### config.mk
export PLATFORM = sky130hd
export DESIGN_NAME = sdma_shuffle_packer
export DESIGN_NICKNAME = d
export VERILOG_FILES = /design/src/rtl/sdma_shuffle_packer.sv
export SDC_FILE = /design/constraint.sdc
export NUM_CORES = 2
export LEC_CHECK = 0
export BUFFER_PORTS_ARGS = -buffer_cell sky130_fd_sc_hd__buf_2
export CORE_AREA = 2 2 409 411
export DETAILED_ROUTE_END_ITERATION = 10
export DIE_AREA = 0 0 411 413
export GPL_ROUTABILITY_DRIVEN = 0
export HOLD_SLACK_MARGIN = 0.12
export SLEW_MARGIN = 40
export SYNTH_ARGS = -nofsm -noshare
export SYNTH_HDL_FRONTEND = slang
export SYNTH_SLANG_ARGS = --single-unit
### constraint.sdc
create_clock -name i_clk -period 3.8 [get_ports i_clk]
set_input_delay 0.57 -clock i_clk [delete_from_list [all_inputs] [get_ports i_clk]]
set_output_delay 0.57 -clock i_clk [all_outputs]
set_load 0.1 [all_outputs]
### src/rtl/sdma_shuffle_packer.sv
// SDMA shuffle packer: gathers byte [7:0] of each shuffled word
// into cache-width lines and emits them on a valid/ready port.
`ifndef SDMA_CACHEDATAWIDTH
`define SDMA_CACHEDATAWIDTH 512
`endif

module sdma_shuffle_packer #(
  parameter int DATAW = `SDMA_CACHEDATAWIDTH
) (
  input  logic             i_clk,
  input  logic             i_rst,
  input  logic             i_ssp_valid,
  output logic             o_ssp_ready,
  input  logic [DATAW-1:0] i_ssp_data,
  input  logic             i_ssp_last,
  output logic             o_ssp_valid,
  input  logic             i_ssp_ready,
  output logic [DATAW-1:0] o_ssp_data,
  output logic [$clog2(DATAW/8):0] o_ssp_bytecnt,
  output logic             o_ssp_last
);

  localparam int LANES = DATAW / 8;
  localparam int CNTW  = $clog2(LANES) + 1;
  localparam int CW    = CNTW - 1;

  typedef enum logic {ACCUM, HOLD} state_e;

  state_e            state_q;
  logic [DATAW-1:0]  line_q;
  logic [CW-1:0]     cnt_q;
  logic [CNTW-1:0]   hcnt_q;
  logic              hlast_q;
  logic [DATAW-1:0]  odata_q;
  logic [CNTW-1:0]   ocnt_q;
  logic              olast_q;
  logic              oval_q;

  logic [DATAW-1:0]  line_d;
  logic [CNTW-1:0]   cnt_d;
  logic              accept;
  logic              complete;
  logic              out_free;
  logic              unused_hi;

  assign unused_hi   = ^i_ssp_data[DATAW-1:8];
  assign o_ssp_ready = (state_q == ACCUM) && !i_rst;
  assign accept      = i_ssp_valid && o_ssp_ready;
  assign complete    = accept &&
                       ((cnt_q == CW'(LANES - 1)) || i_ssp_last);
  assign out_free    = !oval_q || i_ssp_ready;
  assign cnt_d       = {1'b0, cnt_q} + CNTW'(1);

  assign o_ssp_valid   = oval_q;
  assign o_ssp_data    = odata_q;
  assign o_ssp_bytecnt = ocnt_q;
  assign o_ssp_last    = olast_q;

  // Accumulator line with the incoming byte merged into lane cnt.
  always_comb begin
    line_d = line_q;
    line_d[{cnt_q, 3'b000} +: 8] = i_ssp_data[7:0];
  end

  // Packing FSM, accumulator and registered output stage.
  always_ff @(posedge i_clk) begin
    if (i_rst) begin
      state_q <= ACCUM;
      line_q  <= '0;
      cnt_q   <= '0;
      hcnt_q  <= '0;
      hlast_q <= 1'b0;
      odata_q <= '0;
      ocnt_q  <= '0;
      olast_q <= 1'b0;
      oval_q  <= 1'b0;
    end else begin
      if (oval_q && i_ssp_ready) begin
        oval_q <= 1'b0;
      end
      unique case (state_q)
        ACCUM: begin
          if (complete && out_free) begin
            odata_q <= line_d;
            ocnt_q  <= cnt_d;
            olast_q <= i_ssp_last;
            oval_q  <= 1'b1;
            line_q  <= '0;
            cnt_q   <= '0;
          end else if (complete) begin
            line_q  <= line_d;
            hcnt_q  <= cnt_d;
            hlast_q <= i_ssp_last;
            state_q <= HOLD;
          end else if (accept) begin
            line_q <= line_d;
            cnt_q  <= cnt_q + CW'(1);
          end
        end
        HOLD: begin
          if (out_free) begin
            odata_q <= line_q;
            ocnt_q  <= hcnt_q;
            olast_q <= hlast_q;
            oval_q  <= 1'b1;
            line_q  <= '0;
            cnt_q   <= '0;
            hcnt_q  <= '0;
            hlast_q <= 1'b0;
            state_q <= ACCUM;
          end
        end
        default: state_q <= ACCUM;
      endcase
    end
  end

endmodule

[Yosys cells after proc, flatten, opt, wreduce, memory -nomap -nowiden]
Index checks and enable logic that the tools add are counted.
Word-level totals
  memories: 0
  bits in writable memories: 0
  logic and storage cells: 72
  bits in read-only memories: 0
  flip-flop bits (word level): 1048
  latch bits: 0
Cells by class
  eq/ne operators: 8
  order comparisons: 0
  multipliers: 0
  $add $sub $neg: 3
  divide/modulo/power cells: 0
  shift-type cells: 2
  reductions and logical operators: 13
  mux-type cells: 36
  bitwise logic cells: 1
Operator list (number)
  $mux 512: 6
  $pmux 512 s2: 2
  $bwmux 512: 1
  $shift 8x11->512 const A: 1
  $shiftx 8x11->512: 1
  $mux 7: 5
  $pmux 7 s2: 2
  $mux 6: 4
  $pmux 6 s2: 1
  $mux 1: 11
  $neg 9->11: 1
  $pmux 1 s2: 4
  $add 6x1->7 const B: 1
  $add 6x1->6 const B: 1
  $eq 6x6->1 const B: 1
  $ne 3x2->1 const B: 2
  $reduce_and 3->1: 2
  $logic_and 1x1->1: 5
  $ne 2x1->1 const B: 2
  $ne 2x2->1 const B: 2
  $ne 4x3->1 const B: 1
  $reduce_and 2->1: 2
  $logic_not 1->1: 2
  $logic_or 1x1->1: 2
  $not 1->1: 1

[Depth between registers and ports, before layout]
  depth in word-level cells: 7
  gate-level depth with buffers: 13
  mapped depth without buffers: 8

[Worst setup path before layout]
No wires, ideal clock.
  path kind: input to output
  from: input i_rst
  to: output o_ssp_ready
  slack: 0.358 ns
  required time: 3.230 ns
  cell stages on the path: 6
  data arrival time: 2.872 ns
  cells stage by stage: clkbuf_1 clkbuf_1 clkbuf_1 clkbuf_1 clkbuf_1 nor2_1
Between the ends
  longest elaborated chain between the ends: 2
RTL lines
  start, declared: line 11  | input logic i_rst,
  $logic_not 1->1: line 47  | assign o_ssp_ready = (state_q == ACCUM) && !i_rst;
  $logic_and 1x1->1: line 47
  end, declared: line 13  | output logic o_ssp_ready,
No other way between the ends.

[Final worst setup path]
  from: register cnt_q[0]
  to: register line_q[467]
Between the ends
  longest elaborated chain between the ends: 7
RTL lines
  start, declared: line 31  | logic [CW-1:0] cnt_q;
  start signal, assigned: line 97  | cnt_q <= cnt_q + CW'(1);
  $neg 9->11: line 62  | line_d[{cnt_q, 3'b000} +: 8] = i_ssp_data[7:0];
  $shiftx 8x11->512 / $shift 8x11->512 (equally long branches): line 62
  $bwmux 512: line 62
  $mux 512: line 95  | end else if (accept) begin
  $mux 512: line 90  | end else if (complete) begin
  $mux 512: line 83  | if (complete && out_free) begin
  $pmux 512 s2: line 81  | unique case (state_q)
  end signal, assigned: line 91  | line_q <= line_d;
  end signal, assigned: line 96  | line_q <= line_d;
  end, declared: line 30  | logic [DATAW-1:0] line_q;
Several ways; a longest one is shown, not always the timed one. The select of a mux whose other input is x is not followed.
A chain may end at the register's enable or synchronous reset.

==> results.md <==
* Fraction of registers with async set/reset at 0%
* # fillers at 17400
* WHS Path Cells at 3
* Post-synth top area cell: dfxtp_1
* Antenna violations before repair at 21
* DRT iter0 DRCs at 4234
* Final core occ at 30.8%
* Clock buffer depth at 3
* Clock sink count at 1048
* Syn Nets at 4891
* Slew @ Worst Pin at 0.907 ns
* Reg clk slew, reported paths at 0.06 ns
* Crit path DAT at 4.26 ns
* Clock skew at 0.104 ns
* Fin. Hold Viols at 0
* Antenna viol nets, final at 0
* GR Overflow Total at 0
* Peak supply drop at 0.449 mV
* Tcrit/Tclk final at 95.8%
* First-pass GRT wire length at 258 mm
* Number of enable flip-flop cells after synthesis at 0
* Seq. cell area at 21000 sq um
* Share of layout cells above drive strength 1 at 21.6%
* Cell Area, Synth at 40500 sq um
* Switching share of power at 30.8%
* Unique masters post-synth at 74
* Status: finished clean
* Die ar. at 170000 sq um
* Worst setup EP type: flop
* Cells on worst reg2reg path at 8
* Top cell type's share of synthesized area at 51.8%
* DRC viols at 0
* Sw Pwr at 8230 uW
* Final setup viols at 0
* Slew margin rel. at 39.6%
* Final setup margin at 0.159 ns
* Max-Cap Viols at 0
* # port buffers at 534
* Syn Inst Count at 4370
* Combinational power share at 13.7%
* Pin count of the biggest net entering global routing at 225
* Vias at 38400
* Critical Path RT at 4.42 ns
* Post-Place Setup Slack at 0.231 ns
* Leak at 0.0194 uW
* Clock Latency Late Sink at 0.82 ns
* Final net count at 5398
* Cell Int Power at 18500 uW
* Worst Setup Start Kind: flop
* CTS H-tree depth at 3
* Total CTS buffers at 112
* Die H at 413 um
* Yosys reg bits at 1048
* RSZ-0062 raised after global routing: no
* Cell Rows at 150
* Crit-path max FO at 9
* Setup Total Neg Slack at 0 ns
* Worst min-delay path category: input pin to flop
* Post-CTS setup buffers at 0
* Root buf cell: clkbuf_16
* FMAX at 275 MHz
* Total global-route track usage at 20.8%
* Power Density at 523 nW/um^2
* DRT Pass-1 Iters at 6
* Yosys warning count at 0
* DRT Wirelength at 185 mm
* TritonCTS clock tree: yes
* Minimum clock period at 3.64 ns
* Die width at 411 um
* Seq pwr share at 42.7%
* Register area share after synthesis at 51.8%
* HPWL after detailed placement at 133 mm
* Pins Over Slew Limit at 0
* Initial core utilization at 24.4%
* WL/cell at 25.8 um
* Mapped Avg Cell Area at 9.26 sq um
* Multi-input logic area at 18200 sq um
* Clock power frac at 43.6%
* Ys flop type: dfxtp_1
* Ports at 1039
* Top cells by area, synth: dfxtp_1, o21ai_0, a22o_1, nor2_1, a21oi_1
* Drt via density at 5.35
* Number of global-route vias before repair at 35400
* CP Class: flop to flop
* Syn-to-layout area delta at 26.1%
* Core Region at 166000 sq um
-- sequential cells by signal, indices dropped and copies added (netlist names) --
name           count
o_ssp_data       512
hlast_q            1
line_q           512
o_ssp_valid        1
state_q            1
cnt_q              6
o_ssp_bytecnt      7
hcnt_q             7
o_ssp_last         1
-- what timing repair did --
action	in CTS	in global routing
hold buffers	2	0
setup endpoints to repair	0	14
gates resized for setup	0	1
hold endpoints to repair	6	0
-- stage by stage --
| stage | area (sq um) | total power, uW | instances | hold slack (ns) |
|---|---|---|---|---|
| 5_1_grt | 51000 | 27400 | 7176 | 0.221 |
| 3_5_place_dp | 46900 | 15300 | 6963 | 0.441 |
| 4_1_cts | 50900 | 26800 | 7174 | 0.157 |
| 3_3_place_gp | 46500 | 15200 | 6945 | 0.433 |
| 6_report | 51000 | 26700 | 7183 | 0.239 |
| 2_1_floorplan | 40500 | 14200 | 4370 | 0.424 |
-- cells by family after synthesis --
family,synth area share (%)
AO/OA/AOI/OAI,28.7
AND/OR/NAND/NOR,12.6
flip-flops,51.8
buffers and inverters,4.15
multiplexers,2.35
XOR/XNOR,0.213
adder cells (fa/ha/maj),0.124
-- power by group through the flow --
stage	clock [uW]	combinational, uW	sequential, uW
2_1_floorplan	0	842	13400
3_3_place_gp	0	3570	11600
3_5_place_dp	0	3620	11600
4_1_cts	11800	3630	11400
5_1_grt	12200	3780	11400
6_report	11600	3650	11400
-- final timing paths --
| check | startpoint | endpoint | slack [ns] |
|---|---|---|---|
| setup / recovery | cnt_q[0] | line_q[467] | 0.16 |
| hold / removal | i_ssp_valid | state_q | 0.24 |
| setup reg to reg | cnt_q[0] | line_q[467] | 0.16 |
| hold reg to reg | line_q[127] | o_ssp_data[127] | 0.41 |
-- routing by layer --
| layer | track usage (%) | up-vias | part of all wire, % |
|---|---|---|---|
| met1 | 30.3 | 18700 | 46 |
| met2 | 28.8 | 1975 | 40 |
| met4 | 7.31 | 4 | 3.4 |
| li1 | - | 17400 | - |
| met5 | 0 | - | 0.011 |
| met3 | 5.75 | 319 | 10 |
-- cell usage after synthesis, types with 4 or more instances --
master     count
inv_1         62
xnor2_1        4
and3_1        11
nor2b_1       13
buf_1         13
nand4_1       14
nor3_2        30
mux2i_1       95
a22oi_1       59
o32ai_1       55
nor2_1       414
a21oi_1      302
o211ai_1       6
a211oi_1     175
nand2b_1       8
nor4_2         6
o21a_1         4
o21ai_1       30
a31oi_1       31
xor2_1         4
a221oi_1      96
nand3_1       39
clkbuf_1     298
o2bb2ai_1     48
nand2_1      237
a221o_1       47
nor3_1       218
dfxtp_1     1048
or4_1         10
a32oi_1        9
a22o_1       231
buf_2         48
a21o_1         5
nor4_1         6
nor4_4         9
ha_1           4
o21ai_0      521
and2_1        30
a32o_1        73
or3_1          5
-- critical path: stages, from the launching register on --
cell	delay (ns)
dfxtp_1	0.35
inv_1	0.09
ha_1	0.51
nor2b_1	0.38
nand2_1	0.50
buf_4	0.39
nor3_2	0.52
o21ai_1	0.34
a32o_1	0.37
-- final cells by class --
cell class	instances	area share [%]
Antenna cell	7	0.0343
Multi-Input combinational cell	2895	35.7
Sequential cell	1048	41.1
Clock buffer	152	6.24
Tap cell	2204	5.40
Inverter	65	0.493
Timing Repair Buffer	755	9.45
Clock inverter	57	1.54
-- layout by cell type, fill, tap and decap left out, types with 13 or more instances in the layout --
| master | n |
|---|---|
| a221o_1 | 47 |
| mux2i_1 | 95 |
| a22oi_1 | 59 |
| nor2_1 | 392 |
| clkbuf_1 | 17 |
| nor2_4 | 17 |
| buf_2 | 533 |
| clkinv_2 | 24 |
| a22o_1 | 231 |
| nor3_2 | 33 |
| nand3_1 | 38 |
| o2bb2ai_1 | 48 |
| buf_4 | 181 |
| clkbuf_16 | 112 |
| o21ai_0 | 521 |
| o21ai_1 | 26 |
| clkbuf_8 | 23 |
| o32ai_1 | 55 |
| a221oi_1 | 96 |
| nand4_1 | 14 |
| nor2b_1 | 13 |
| nor3_1 | 211 |
| nand2_1 | 235 |
| and2_1 | 28 |
| a21oi_1 | 299 |
| inv_1 | 62 |
| dfxtp_1 | 1047 |
| a211oi_1 | 175 |
| a31oi_1 | 27 |
| buf_12 | 16 |
| a32o_1 | 73 |
(Power assumes the default switching activity.)
